===== config.mk =====
export PLATFORM = sky130hd
export DESIGN_NAME = memory_access_stage
export DESIGN_NICKNAME = d
export VERILOG_FILES = /design/src/rtl/memory_access_stage.sv
export SDC_FILE = /design/constraint.sdc
export NUM_CORES = 1
export LEC_CHECK = 0
export ABC_AREA = 1
export ABC_CLOCK_PERIOD_IN_PS = 3600
export BUFFER_PORTS_ARGS = -buffer_cell sky130_fd_sc_hd__buf_2
export CAP_MARGIN = 20
export CORE_MARGIN = 3
export CORE_UTILIZATION = 40
export CTS_BUF_LIST = sky130_fd_sc_hd__clkbuf_4
export CTS_CLUSTER_DIAMETER = 150
export DETAILED_ROUTE_END_ITERATION = 12
export HOLD_SLACK_MARGIN = 0.15
export PLACE_DENSITY = 0.65
export RECOVER_POWER = 50
export SLEW_MARGIN = 10
export SYNTH_ARGS = -nofsm -noshare
export SYNTH_HDL_FRONTEND = slang
export SYNTH_SLANG_ARGS = --single-unit

===== constraint.sdc =====
create_clock -name CLK -period 3.6 [get_ports CLK]
set_input_delay 0.54 -clock CLK [delete_from_list [all_inputs] [get_ports CLK]]
set_output_delay 0.54 -clock CLK [all_outputs]
set_load 0.02 [all_outputs]

===== src/rtl/memory_access_stage.sv =====
// Memory stage: issues aligned byte/half/word accesses over a req/ack port,
// stalls upstream while a transaction is outstanding, and registers the write-back bundle.
module memory_access_stage #(
  parameter int ADDRESS_WIDTH    = 32,
  parameter int DATA_WIDTH       = 32,
  parameter int REG_ADD_WIDTH    = 5,
  parameter int D_CACHE_LW_WIDTH = 3,
  parameter int D_CACHE_SW_WIDTH = 2
) (
  input  logic                        CLK,
  input  logic                        RST_N,
  input  logic [REG_ADD_WIDTH-1:0]    RD_ADDRESS_IN,
  input  logic [DATA_WIDTH-1:0]       ALU_IN,
  input  logic [D_CACHE_LW_WIDTH-1:0] DATA_CACHE_LOAD_IN,
  input  logic [D_CACHE_SW_WIDTH-1:0] DATA_CACHE_STORE_IN,
  input  logic [DATA_WIDTH-1:0]       DATA_CACHE_STORE_DATA,
  input  logic                        WRITE_BACK_MUX_SELECT_IN,
  input  logic                        RD_WRITE_ENABLE_IN,
  output logic                        MEM_REQ,
  output logic                        MEM_WE,
  output logic [ADDRESS_WIDTH-1:0]    MEM_ADDR,
  output logic [3:0]                  MEM_WSTRB,
  output logic [DATA_WIDTH-1:0]       MEM_WDATA,
  input  logic [DATA_WIDTH-1:0]       MEM_RDATA,
  input  logic                        MEM_ACK,
  output logic                        STALL_OUT,
  output logic                        MISALIGNED,
  output logic [REG_ADD_WIDTH-1:0]    RD_ADDRESS_OUT,
  output logic [DATA_WIDTH-1:0]       WB_DATA_OUT,
  output logic                        RD_WRITE_ENABLE_OUT
);

  localparam logic [D_CACHE_LW_WIDTH-1:0] LD_LB  = 1;
  localparam logic [D_CACHE_LW_WIDTH-1:0] LD_LBU = 2;
  localparam logic [D_CACHE_LW_WIDTH-1:0] LD_LH  = 3;
  localparam logic [D_CACHE_LW_WIDTH-1:0] LD_LHU = 4;
  localparam logic [D_CACHE_LW_WIDTH-1:0] LD_LW  = 5;
  localparam logic [D_CACHE_SW_WIDTH-1:0] ST_SB  = 1;
  localparam logic [D_CACHE_SW_WIDTH-1:0] ST_SH  = 2;
  localparam logic [D_CACHE_SW_WIDTH-1:0] ST_SW  = 3;

  typedef enum logic [1:0] {S_IDLE, S_REQ, S_DONE} state_t;

  state_t r_state;
  state_t w_state_nxt;

  logic                        r_req;
  logic                        r_we;
  logic [ADDRESS_WIDTH-1:0]    r_addr;
  logic [3:0]                  r_wstrb;
  logic [DATA_WIDTH-1:0]       r_wdata;
  logic [DATA_WIDTH-1:0]       r_rdata;
  logic [1:0]                  r_lsb;
  logic [D_CACHE_LW_WIDTH-1:0] r_ld;
  logic                        r_mis_p1;
  logic [REG_ADD_WIDTH-1:0]    r_rd_addr_p1;
  logic [DATA_WIDTH-1:0]       r_wb_data_p1;
  logic                        r_rd_we_p1;

  logic w_is_load;
  logic w_is_store;
  logic w_access;
  logic w_half;
  logic w_word;
  logic w_misaligned;
  logic w_issue;

  function automatic logic [3:0] f_wstrb(input logic [D_CACHE_SW_WIDTH-1:0] st,
                                         input logic [1:0] a);
    case (st)
      ST_SB:   return 4'b0001 << a;
      ST_SH:   return 4'b0011 << a;
      ST_SW:   return 4'b1111;
      default: return 4'b0000;
    endcase
  endfunction

  function automatic logic [DATA_WIDTH-1:0] f_wdata(input logic [D_CACHE_SW_WIDTH-1:0] st,
                                                    input logic [DATA_WIDTH-1:0] d);
    case (st)
      ST_SB:   return {4{d[7:0]}};
      ST_SH:   return {2{d[15:0]}};
      default: return d;
    endcase
  endfunction

  // Shift the addressed lane down to bit 0, then sign- or zero-extend.
  function automatic logic [DATA_WIDTH-1:0] f_load(input logic [D_CACHE_LW_WIDTH-1:0] ld,
                                                   input logic [1:0] a,
                                                   input logic [DATA_WIDTH-1:0] w);
    logic [DATA_WIDTH-1:0] sh;
    logic signed [7:0]     b;
    logic signed [15:0]    h;
    sh = w >> {a, 3'b000};
    b  = sh[7:0];
    h  = sh[15:0];
    case (ld)
      LD_LB:   return {{24{b[7]}}, b};
      LD_LBU:  return {24'd0, b};
      LD_LH:   return {{16{h[15]}}, h};
      LD_LHU:  return {16'd0, h};
      default: return w;
    endcase
  endfunction

  always_comb begin
    w_is_load  = (DATA_CACHE_LOAD_IN >= LD_LB) && (DATA_CACHE_LOAD_IN <= LD_LW);
    w_is_store = (DATA_CACHE_STORE_IN != '0);
    w_access   = w_is_load || w_is_store;
    if (w_is_store) begin
      w_half = (DATA_CACHE_STORE_IN == ST_SH);
      w_word = (DATA_CACHE_STORE_IN == ST_SW);
    end else begin
      w_half = (DATA_CACHE_LOAD_IN == LD_LH) || (DATA_CACHE_LOAD_IN == LD_LHU);
      w_word = (DATA_CACHE_LOAD_IN == LD_LW);
    end
    w_misaligned = w_access && ((w_half && ALU_IN[0]) || (w_word && (ALU_IN[1:0] != 2'b00)));
    w_issue      = (r_state == S_IDLE) && w_access && !w_misaligned;
  end

  always_comb begin
    w_state_nxt = r_state;
    case (r_state)
      S_IDLE:  if (w_issue) w_state_nxt = S_REQ;
      S_REQ:   if (MEM_ACK) w_state_nxt = S_DONE;
      S_DONE:  w_state_nxt = S_IDLE;
      default: w_state_nxt = S_IDLE;
    endcase
  end

  // Stage boundary: request registers and write-back bundle
  always_ff @(posedge CLK or negedge RST_N) begin
    if (!RST_N) begin
      r_state      <= S_IDLE;
      r_req        <= 1'b0;
      r_we         <= 1'b0;
      r_addr       <= '0;
      r_wstrb      <= '0;
      r_wdata      <= '0;
      r_rdata      <= '0;
      r_lsb        <= '0;
      r_ld         <= '0;
      r_mis_p1     <= 1'b0;
      r_rd_addr_p1 <= '0;
      r_wb_data_p1 <= '0;
      r_rd_we_p1   <= 1'b0;
    end else begin
      r_state  <= w_state_nxt;
      r_mis_p1 <= 1'b0;
      case (r_state)
        S_IDLE: begin
          if (w_issue) begin
            r_req   <= 1'b1;
            r_we    <= w_is_store;
            r_addr  <= {ALU_IN[ADDRESS_WIDTH-1:2], 2'b00};
            r_wstrb <= f_wstrb(DATA_CACHE_STORE_IN, ALU_IN[1:0]);
            r_wdata <= f_wdata(DATA_CACHE_STORE_IN, DATA_CACHE_STORE_DATA);
            r_lsb   <= ALU_IN[1:0];
            r_ld    <= DATA_CACHE_LOAD_IN;
          end else begin
            r_mis_p1     <= w_misaligned;
            r_rd_addr_p1 <= RD_ADDRESS_IN;
            r_wb_data_p1 <= ALU_IN;
            r_rd_we_p1   <= RD_WRITE_ENABLE_IN && !w_misaligned;
          end
        end
        S_REQ: begin
          if (MEM_ACK) begin
            r_req   <= 1'b0;
            r_rdata <= MEM_RDATA;
          end
        end
        S_DONE: begin
          r_rd_addr_p1 <= RD_ADDRESS_IN;
          r_wb_data_p1 <= WRITE_BACK_MUX_SELECT_IN ? f_load(r_ld, r_lsb, r_rdata) : ALU_IN;
          r_rd_we_p1   <= RD_WRITE_ENABLE_IN;
        end
        default: ;
      endcase
    end
  end

  assign MEM_REQ             = r_req;
  assign MEM_WE              = r_we;
  assign MEM_ADDR            = r_addr;
  assign MEM_WSTRB           = r_wstrb;
  assign MEM_WDATA           = r_wdata;
  assign STALL_OUT           = w_issue || (r_state == S_REQ);
  assign MISALIGNED          = r_mis_p1;
  assign RD_ADDRESS_OUT      = r_rd_addr_p1;
  assign WB_DATA_OUT         = r_wb_data_p1;
  assign RD_WRITE_ENABLE_OUT = r_rd_we_p1;

endmodule


Word-level counts from Yosys, hierarchy flattened
Cells that the tools add are included.
- flip-flop bits (word level): 146
- output and inout port bits: 110
- input port bits: 111
- word-level logic and storage cells: 75
- shifts and indexed selects: 3
- multiplexer cells: 20
- equality and inequality tests: 15
- order comparisons: 2
- reductions and logical operators: 22
- operators with widths (cell ; count):
    $pmux W32 S2 ; 2
    $pmux W32 S4 ; 1
    $mux W32 ; 2
    $shr A32 B5 Y16 ; 1
    $pmux W4 S3 ; 1
    $pmux W5 S2 ; 1
    $eq A3 B2 Y1 const B ; 3
    $eq A3 B3 Y1 const B ; 3
    $reduce_and A2 Y1 ; 4
    $reduce_bool A2 Y1 ; 4
    $logic_and A1 B1 Y1 ; 7
    $mux W1 ; 7
    $eq A2 B2 Y1 const B ; 3
    $ne A2 B2 Y1 const B ; 3
    $mux W5 ; 1
    $eq A2 B1 Y1 const B ; 2
    $logic_or A1 B1 Y1 ; 4
    $mux W2 ; 2
    $pmux W1 S2 ; 2
    $pmux W2 S2 ; 1
    $shl A1 B2 Y4 const A ; 1
    $shl A2 B2 Y4 const A ; 1
    $eq A3 B1 Y1 const B ; 1
    $ge A3 B1 Y1 const B ; 1
    other kinds (4) ; 4

Logic depth before layout (Yosys ltp)
Gate-level depths: netlist (run 1).
- word-level depth: 10
- mapped depth: 15
- mapped depth without buffers: 12

Worst setup path before layout (run 1)
OpenSTA, ideal clock, no wires.
- kind: in2out
- from: input DATA_CACHE_STORE_IN[0]
- to: output STALL_OUT
- required time: 3.060 ns
- buffers on the path: 3
- path slack: 1.190 ns
- stages: 12
- data arrival time: 1.870 ns
- cells stage by stage: inv_1 -> ha_1 -> buf_2 -> nor2_1 -> nor2_1 -> nand3_2 -> nand2_2 -> nor2_8 -> inv_4 -> buf_4 -> buf_4 -> nand2_1
- cells in the longest elaborated chain, start to end: 8
- elaborated cells on any way between the ends: 14
- classes of those cells: 2 x eq/ne; 2 x mux; 10 x reduce/logical
- ends and longest elaborated chain (item ; RTL line ; source):
    from (decl) ; 15 ; input logic [D_CACHE_SW_WIDTH-1:0] DATA_CACHE_STORE_IN,
    $eq A2 B2 Y1 (tied with other cells) ; 111 ; w_half = (DATA_CACHE_STORE_IN == ST_SH);
    $mux W1 ; 110 ; if (w_is_store) begin
    $logic_and A1 B1 Y1 ; 117 ; w_misaligned = w_access && ((w_half && ALU_IN[0]) || (w_word && (ALU_IN[1:0] != 2'b00)));
    $logic_or A1 B1 Y1 ; 117 ;
    $logic_and A1 B1 Y1 ; 117 ;
    $logic_not A1 Y1 ; 118 ; w_issue = (r_state == S_IDLE) && w_access && !w_misaligned;
    $logic_and A1 B1 Y1 * ; 118 ;
    $logic_or A1 B1 Y1 * ; 188 ; assign STALL_OUT = w_issue || (r_state == S_REQ);
    to (decl) ; 26 ; output logic STALL_OUT,
Mark *: on every way between the ends. The rest lies on a longest branch, timed or not.

Final worst setup path (run 1)
Same ends and word-level chain as after synthesis.

==> metrics, run 1 <==
status=complete, but fails checks; failing checks=capacitance limit, slew limit; Cell Area, Synth=7270 um^2; Post-Synthesis Cells=994; reg2reg end=WB_DATA_OUT[23]; Clock Pin Slew Worst Setup and Hold Paths=0.13 ns; worst-case reg-to-reg path depth=7; Routed WL per cell=15.0 um; Final Hold Fails=0; Total GRT Usage=0.222; via count=7,039; Crit Path Category=primary input to output port; hpwl dp=15.4 mm; Main synth FF type=dfrtp_1; ys async rst share=1.00; CP required=3.06 ns; clk buf depth=2; chip width=141 um; EDFF count, synth=0; Initial Util=0.415; latest clock arrival within the worst-skew pair=0.56 ns; RSZ-0062 raised after global routing=no; worst r2r src=r_state[0]; Worst Path Buf+Inv=5; CTS buffer count=17; Seq cells post-synth=146; fin nets=1,328; Worst Hold Depth=3; slowest library cell on the worst path=clkbuf_1; placed cell area=8460 um^2; I/O pin count=221; Hold Path Class=primary input to flip-flop; largest net degree at the start of global routing=77; cell row count=48; Max-Cap Viols=1; Fmax achieved=0.343 GHz; Worst path depth=12; Multi-input gate area=3100 um^2; Die Ht=141 um; Remaining DRCs=0; top-area cell type share of the netlist area=0.503; Max FO, Critical Path=19; Final Max Slew Viols=77; Leakage=4.97 nW; filler cell count=1,841; die area=19,800 um^2; Max-slew headroom=-0.299; RePlAce Congestion=0.838; maximum VDD drop=605 uV; crit path launch=DATA_CACHE_STORE_IN[0]; critical path capture point=STALL_OUT; post-route antenna net violation count=0; Synth top cells by count=nand2_1 (539), dfrtp_1 (146), o21ai_0 (72); Worst-Margin Slew=1.95 ns; vias per cell=4.84; core region area=17,500 um^2; first-pass GRT wire length=35.1 mm; Seq/Total Area, Yosys=0.503; CTS tree=yes; Final Util=0.508; Sink Count=146; post-route cell area=8900 um^2; CP Cell Sequence=buf_2 -> inv_1 -> ha_1 -> clkbuf_1 -> nor2_1 -> nor2_1 -> nand3_2 -> nand2_2 -> nor2_8 -> inv_4 -> nand2_1 -> buf_2; # setup viols final=0; number of global-route vias before repair=6,888; grt total ovfl=0; arrival time at the worst endpoint=2.37 ns; Cell Pwr Density=873 nW/um^2; Worst setup SP type=primary input; root buf cell=clkbuf_4; I/O Buffers=218; Yosys warning count=0; Yosys top cell by area=dfrtp_1; post-synthesis cell type count=26; final worst path period share=0.809; power consumption=0.00777 W; Worst setup EP type=output port; largest stage delay on the critical path=0.56 ns; share of cells above drive strength 1=0.182; initial drt markers=414; Pre-antenna DRT Iters=5; post-CTS setup buffers=0; H-tree depth=4; count leader, synth=nand2_1; setup_tns=0 ns; family with the most delay on the worst path=buffers and inverters; Synth area leaders=dfrtp_1 (50%), nand2_1 (28%), o21ai_0 (5.0%), nand3_1 (3.9%), inv_1 (2.8%); area grow syn2layout=22.5%; fin crit period=2.91 ns; hold slack=0.185 ns; skew final=0.0229 ns; reg2reg setup slack=1.42 ns; Hold Buf Count CTS=22; CTS-repair resized insts=0; WL final=21.8 mm; Reg area=3650 um^2; antenna violations before repair=3; syn_area_per_cell=7.31 um^2
-- power by group --
group	total [W]	internal (W)	switching (W)	leakage [nW]
Sequential	0.00291	0.00241	0.000503	1.81
Combinational	0.00376	0.00109	0.00267	3.00
Clock	0.00110	0.000485	0.000618	0.154
Total	0.00777	0.00398	0.00379	4.97
-- sequential cells by signal (all words and copies together) (netlist names) --
register             flops
MEM_WDATA               32
MEM_ADDR                30
MEM_WE                   1
RD_ADDRESS_OUT           5
WB_DATA_OUT             32
MEM_REQ                  1
r_state                  2
MISALIGNED               1
r_rdata                 32
r_lsb                    2
r_ld                     3
RD_WRITE_ENABLE_OUT      1
MEM_WSTRB                4
-- cells by family (layout without fill, tap and decap cells) --
family | count (synthesis) | count (layout) | synth area share
fa+ha+maj | 5 | 5 | 0.00861
compound gates | 112 | 112 | 0.0823
buf+inv | 116 | 346 | 0.0728
flops | 146 | 146 | 0.503
simple gates | 614 | 614 | 0.333
other cells | 1 | 5 | 0.000516
-- cell type report --
class / instances / share of cell area
Clock buffer: 18 / 0.0152
Clock inverter: 14 / 0.0181
Tap cell: 225 / 0.0316
Sequential cell: 146 / 0.410
Timing Repair Buffer: 252 / 0.149
Antenna cell: 3 / 0.000843
Multi-Input combinational cell: 733 / 0.348
Inverter: 62 / 0.0264
-- layout by cell type (no fill, tap or decap), types with 2 or more instances in the layout --
cell type      Yosys  layout
bufinv_16          0       3
o211ai_1           2       2
inv_1             54      54
ha_1               5       5
clkinv_1           2       4
nand3_2            3       4
conb_1             1       2
clkinv_2           0       3
nor2_2             3       2
a22o_1             8       8
nand3_1           56      55
dfrtp_1          146     146
nand2_1          539     539
clkbuf_1          18      53
inv_2              5       5
nor2_1            10      10
clkbuf_2           0       2
clkbuf_4           0      18
clkinvlp_4         0       3
diode_2            0       3
inv_6              0       2
buf_4             12      10
a21oi_1           28      28
buf_2             19     165
o21ai_0           72      72
dlygate4sd3_1      0      22
-- routing by layer --
layer	wire [um]	global-route usage	share of wire
met4	474	0.0729	0.022
met3	1620	0.0526	0.074
met2	9760	0.341	0.45
met1	9930	0.311	0.46
met5	21	0	0.00096
-- worst min path at each step --
| stage | start | to | slack, ns |
|---|---|---|---|
| after global routing | ALU_IN[10] | MEM_ADDR[10] | 0.16 |
| after detailed placement | MEM_WDATA[14] | MEM_WDATA[14] | 0.45 |
| after CTS | MEM_RDATA[24] | r_rdata[24] | 0.15 |
| after global placement | RD_ADDRESS_OUT[2] | RD_ADDRESS_OUT[2] | 0.45 |
| after floorplan | RST_N | MEM_ADDR[10] | 0.24 |
| final | MEM_RDATA[24] | r_rdata[24] | 0.18 |
-- metrics by stage --
stage / worst slack, ns / cells
after floorplan: 1.19 / 995
after global placement: 1.00 / 1396
after detailed placement: 0.895 / 1396
after CTS: 1.08 / 1450
after global routing: 0.521 / 1452
final: 0.686 / 1453
-- worst reg2reg max path: stages, from the launching register on --
cell and delay, ns:
dfrtp_1 0.44, inv_2 0.09, nand3_2 0.59, buf_4 0.50, a21oi_1 0.16, nand2_1 0.12
nand3_1 0.11, nand2_1 0.05
Note: power is estimated with default switching activity, not from simulation.
==> inputs of run 2 (changes only) <==
ABC_CLOCK_PERIOD_IN_PS = 2390   (was 3600)
PLACE_DENSITY = 0.67   (was 0.65)
clock period = 2.39 ns   (was 3.6 ns; I/O delays follow)
==> run 2 against run 1 <==
  * The flow still finishes with violations (capacitance limit, slew limit)
  * Total power rose by 55%
  * Global-route usage rose by 1.5 points
  * Setup slack got worse by 0.59 ns
  * Largest power group unchanged
==> metrics, run 2 (synthesized netlist as in run 1, its figures left out) <==
reg2reg end=MEM_REQ; largest net degree at the start of global routing=71; reg2reg setup slack=0.35 ns; RePlAce Congestion=0.889; Crit Path Category=primary input to output port; Initial Util=0.415; final worst path period share=0.959; Routed WL per cell=15.2 um; post-CTS setup buffers=0; Final Hold Fails=0; largest stage delay on the critical path=0.54 ns; most common cell after layout, fill and taps aside=nand2_1; hpwl dp=15.6 mm; Multi-input gate area=3100 um^2; area grow syn2layout=35.6%; latest clock arrival within the worst-skew pair=0.56 ns; post-route cell area=9860 um^2; CP Cell Sequence=dlygate4sd3_1 -> buf_2 -> inv_1 -> nor2_1 -> nand3_2 -> nand2_2 -> nor2_8 -> inv_6 -> nand2_1 -> buf_2; first-pass GRT wire length=37.7 mm; critical path capture point=STALL_OUT; Total GRT Usage=0.237; Die Ht=141 um; Fmax achieved=0.436 GHz; most frequent cells in the layout=nand2_1 (539), buf_2 (179), dfrtp_1 (146); Max-Cap Viols=1; worst-case reg-to-reg path depth=6; skew final=0.0222 ns; crit path launch=ALU_IN[0]; CTS buffer count=17; status=complete, but fails checks; fin nets=1,418; Cell Pwr Density=1220 nW/um^2; CTS tree=yes; slowest library cell on the worst path=dlygate4sd3_1; via count=7,431; vias per cell=4.82; Worst setup SP type=primary input; Pre-antenna DRT Iters=5; # setup viols final=0; failing checks=capacitance limit, slew limit; family with the most delay on the worst path=buffers and inverters; share of cells above drive strength 1=0.182; root buf cell=clkbuf_4; die area=19,800 um^2; setup_tns=0 ns; grt total ovfl=0; initial drt markers=511; core region area=17,500 um^2; CP most frequent cell=buf_2; arrival time at the worst endpoint=1.93 ns; Hold Path Class=primary input to flip-flop; filler cell count=1,705; cell row count=48; Clock Pin Slew Worst Setup and Hold Paths=0.14 ns; placed cell area=8560 um^2; power consumption=0.0120 W; clk buf depth=2; antenna violations before repair=1; fin crit period=2.29 ns; number of global-route vias before repair=7,459; Max-slew headroom=-0.0698; H-tree depth=4; Max FO, Critical Path=19; Worst Path Buf+Inv=5; post-route antenna net violation count=0; Worst setup EP type=output port; CP required=2.03 ns; Reg area=3650 um^2; Worst path depth=10; Remaining DRCs=0; I/O Buffers=218; worst r2r src=r_state[0]; maximum VDD drop=870 uV; Leakage=5.41 nW; RSZ-0062 raised after global routing=no; Final Max Slew Viols=60; chip width=141 um; Sink Count=146; WL final=23.4 mm; Worst-Margin Slew=1.60 ns; I/O pin count=221
==> run 2: routing by layer <==
layer	track usage	vias to the layer above	share of wire	wire, um
met5	0	-	0	0
met2	0.386	277	0.47	10900
met1	0.318	3436	0.45	10400
met4	0.0637	0	0.017	393
li1	-	3691	-	-
met3	0.0590	27	0.071	1660
==> run 2: area by class of cell <==
class / count / share of cell area
Sequential cell: 146 / 0.371
Multi-Input combinational cell: 733 / 0.314
Timing Repair Buffer: 342 / 0.233
Tap cell: 225 / 0.0286
Inverter: 62 / 0.0241
Clock inverter: 15 / 0.0166
Clock buffer: 17 / 0.0129
Antenna cell: 1 / 0.000254
==> run 2: how the worst min path moves through the flow <==
stage	endpoint	from	depth (start not counted)	slack [ns]
6_report	WB_DATA_OUT[9]	WRITE_BACK_MUX_SELECT_IN	6	0.39
5_1_grt	WB_DATA_OUT[5]	WRITE_BACK_MUX_SELECT_IN	6	0.40
4_1_cts	RD_ADDRESS_OUT[3]	RST_N	2	0.32
3_5_place_dp	RD_ADDRESS_OUT[4]	RST_N	1	0.38
3_3_place_gp	RD_ADDRESS_OUT[4]	RST_N	1	0.38
2_1_floorplan	MEM_ADDR[10]	RST_N	0	0.06
==> run 2: worst min-delay path: stages <==
cell and delay, ns:
buf_2 0.11, nand3_2 0.24, nand2_1 0.08, nand2_1 0.05, nand2_1 0.04, nand2_1 0.05
==> run 2: timing repair <==
action	CTS	global route
endpoints found under the hold margin	195	0
hold buffers	107	0
setup endpoints to repair	0	1
gates resized for setup	0	3
==> run 2: power breakdown <==
part           switching [W]  internal [W]  total [W]
Clock               0.000936      0.000716    0.00165
Combinational        0.00409       0.00187    0.00596
Sequential          0.000786       0.00363    0.00441
Total                0.00581       0.00621     0.0120
==> run 2: stage by stage <==
| step | utilization | setup WS, ns | cells | hold slack [ns] |
|---|---|---|---|---|
| 2_1_floorplan | - | 0.343 | 995 | 0.0629 |
| 3_5_place_dp | 0.488 | 0.203 | 1401 | 0.378 |
| 5_1_grt | 0.562 | 0.0147 | 1541 | 0.400 |
| 6_report | 0.562 | 0.0980 | 1541 | 0.391 |
| 4_1_cts | 0.566 | 0.0165 | 1540 | 0.324 |
| 3_3_place_gp | 0.488 | 0.300 | 1401 | 0.379 |
==> inputs of run 3 (changes only) <==
ABC_AREA = unset   (was 1)
==> run 3 against run 2 <==
  * Clock-buffer cell count up 2
  * Maximum frequency up 1.0%
  * Global-route usage down 1.6 points
  * Routed wire length down 6.6%
  * Setup slack better by 0.023 ns
  * Clock power down 5%
  * Flip-flop and latch count unchanged
  * Die area down 2.2%
  * Hold slack worse by 0.17 ns
  * Critical endpoint unchanged
  * Final cell count down 18%
  * The run still ends with capacitance limit, slew limit left
  * Highest routed layer unchanged
  * Sequential power up 4%
==> metrics, run 3 <==
cell row count=48; Crit Path Category=primary input to output port; GRT busiest layer=met2; Yosys warning count=0; arrival time at the worst endpoint=1.91 ns; RSZ-0062 raised after global routing=no; Worst setup EP type=output port; filler cell count=1,579; Fmax achieved=0.441 GHz; hpwl dp=14.9 mm; met2 usage in global routing=0.381; Synth top cells by count=nand2_1 (170), dfrtp_1 (146), nor2_1 (38); Main synth FF type=dfrtp_1; Worst setup SP type=primary input; Synth area leaders=dfrtp_1 (51%), nand2_1 (9.0%), mux2_4 (6.3%), o21ai_1 (2.6%), a21oi_1 (2.5%); WL final=21.8 mm; placed cell area=8510 um^2; Seq cells post-synth=146; Seq pwr share=0.371; CTS buffer count=17; CTS tree=yes; Worst Hold Depth=4; largest net degree at the start of global routing=60; hold wc startpoint=DATA_CACHE_STORE_DATA[19]; Routed WL per cell=17.2 um; Leakage=4.63 nW; switching share of total power=0.454; Yosys top cell by area=dfrtp_1; I/O Buffers=218; initial drt markers=458; core region area=17,400 um^2; Clock Pin Slew Worst Setup and Hold Paths=0.13 ns; logic gate share of total power=0.503; via count=6,537; Die Ht=139 um; EDFF count, synth=0; Max-Cap Viols=1; Pre-antenna DRT Iters=5; Final Hold Fails=0; setup_tns=0 ns; Cell Area, Synth=7110 um^2; first-pass GRT wire length=34.8 mm; H-tree depth=4; Max-slew headroom=-0.0448; count leader, synth=nand2_1; final worst path period share=0.950; worst-case reg-to-reg path depth=7; sw power=0.00562 W; hold slack=0.224 ns; reg2reg setup slack=0.36 ns; skew final=0.0263 ns; syn_area_per_cell=9.99 um^2; CP required=2.03 ns; reg2reg end=WB_DATA_OUT[13]; Final Max Slew Viols=58; fin nets=1,146; cell-internal power=0.00676 W; ys async rst share=1.00; Initial Util=0.409; most common cell after layout, fill and taps aside=buf_2; Post-Synthesis Cells=711; fin crit period=2.27 ns; Remaining DRCs=0; chip width=139 um; post-synthesis cell type count=51; maximum VDD drop=665 uV; Hold Path Sink=MEM_WDATA[19]; area grow syn2layout=37.4%; I/O pin count=221; die area=19,400 um^2; RePlAce Congestion=0.842; top-area cell type share of the netlist area=0.514; Max FO, Critical Path=4; diode count=0; share of cells above drive strength 1=0.265; Hold Path Class=primary input to flip-flop; # setup viols final=0; grt total ovfl=0; number of global-route vias before repair=6,430; Seq/Total Area, Yosys=0.514; root buf cell=clkbuf_4; vias per cell=5.16; post-route antenna net violation count=0; most frequent cells in the layout=buf_2 (175), nand2_1 (170), dfrtp_1 (146); clk buf depth=2; antenna violations before repair=0; Worst-Margin Slew=1.57 ns; Total GRT Usage=0.221; clock network fraction of total power=0.127; Sink Count=146; met1 Usage GRT=0.280; worst r2r src=r_state[0]; Final Util=0.563; failing checks=capacitance limit, slew limit; latest clock arrival within the worst-skew pair=0.54 ns; Cell Pwr Density=1270 nW/um^2; routing usage on met3=0.0612; status=complete, but fails checks; post-route cell area=9760 um^2
[run 3: repair_timing]
action / CTS / global route
hold endpoints to repair: 192 / 0
setup endpoints to repair: 1 / 10
gates cloned: 0 / 0
setup buffers: 3 / 1
hold buffers: 99 / 0
resized for setup: 1 / 1
pin swaps: 0 / 2
[run 3: worst max-delay path, stage by stage]
cell	delay (ns)
buf_2	0.10
inv_1	0.07
ha_1	0.24
o21ai_0	0.32
a31oi_4	0.10
nor4_4	0.30
buf_4	0.16
nand2b_1	0.10
buf_2	0.16
[run 3: layer usage]
| layer | vias up | part of all wire | wire length, um |
|---|---|---|---|
| met5 | - | 0 | 0 |
| met4 | 0 | 0.014 | 307 |
| met3 | 21 | 0.077 | 1680 |
| met2 | 255 | 0.50 | 10900 |
| met1 | 3130 | 0.41 | 8960 |
| li1 | 3131 | - | - |
[run 3: final cells by class]
class                           count  area, um^2  share of cell area
Sequential cell                   146        3650               0.374
Multi-Input combinational cell    490        3110               0.319
Timing Repair Buffer              347        2330               0.239
Tap cell                          225         282              0.0288
Clock buffer                       19         143              0.0146
Clock inverter                     12         135              0.0138
Inverter                           28         105              0.0108
[run 3: cells by family after synthesis]
| group | after synthesis | synth area share |
|---|---|---|
| AND/OR/NAND/NOR | 242 | 0.143 |
| AO/OA/AOI/OAI | 183 | 0.176 |
| flip-flops | 146 | 0.514 |
| buffers and inverters | 76 | 0.0521 |
| multiplexers | 57 | 0.104 |
| adder cells (fa/ha/maj) | 5 | 0.00880 |
| other | 1 | 0.000528 |
| XOR/XNOR | 1 | 0.00123 |
[run 3: how the worst max path moves through the flow]
stage	cells after the start	startpoint	slack [ns]	to
after floorplan	8	DATA_CACHE_STORE_IN[0]	0.13	STALL_OUT
after global placement	9	DATA_CACHE_STORE_IN[0]	0.05	STALL_OUT
after CTS	5	r_state[1]	0.06	STALL_OUT
after detailed placement	9	DATA_CACHE_STORE_IN[0]	0.002	MEM_WSTRB[2]
after global routing	9	DATA_CACHE_STORE_IN[0]	0.001	STALL_OUT
final	9	DATA_CACHE_STORE_IN[0]	0.12	STALL_OUT
[run 3: metrics by stage]
stage          worst slack, ns  power [W]  instances
2_1_floorplan            0.127    0.00865        712
3_3_place_gp            0.0533     0.0106       1133
3_5_place_dp           0.00206     0.0108       1133
4_1_cts                 0.0605     0.0125       1266
5_1_grt                0.00145     0.0133       1267
6_report                 0.121     0.0124       1267
[run 3: power groups by stage]
| stage | clock network [W] | logic [W] | registers, W |
|---|---|---|---|
| finish | 0.00157 | 0.00622 | 0.00459 |
| global route | 0.00171 | 0.00680 | 0.00475 |
| CTS | 0.00161 | 0.00634 | 0.00456 |
| detailed placement | 0 | 0.00615 | 0.00461 |
| global placement | 0 | 0.00604 | 0.00460 |
| floorplan | 0 | 0.00316 | 0.00549 |
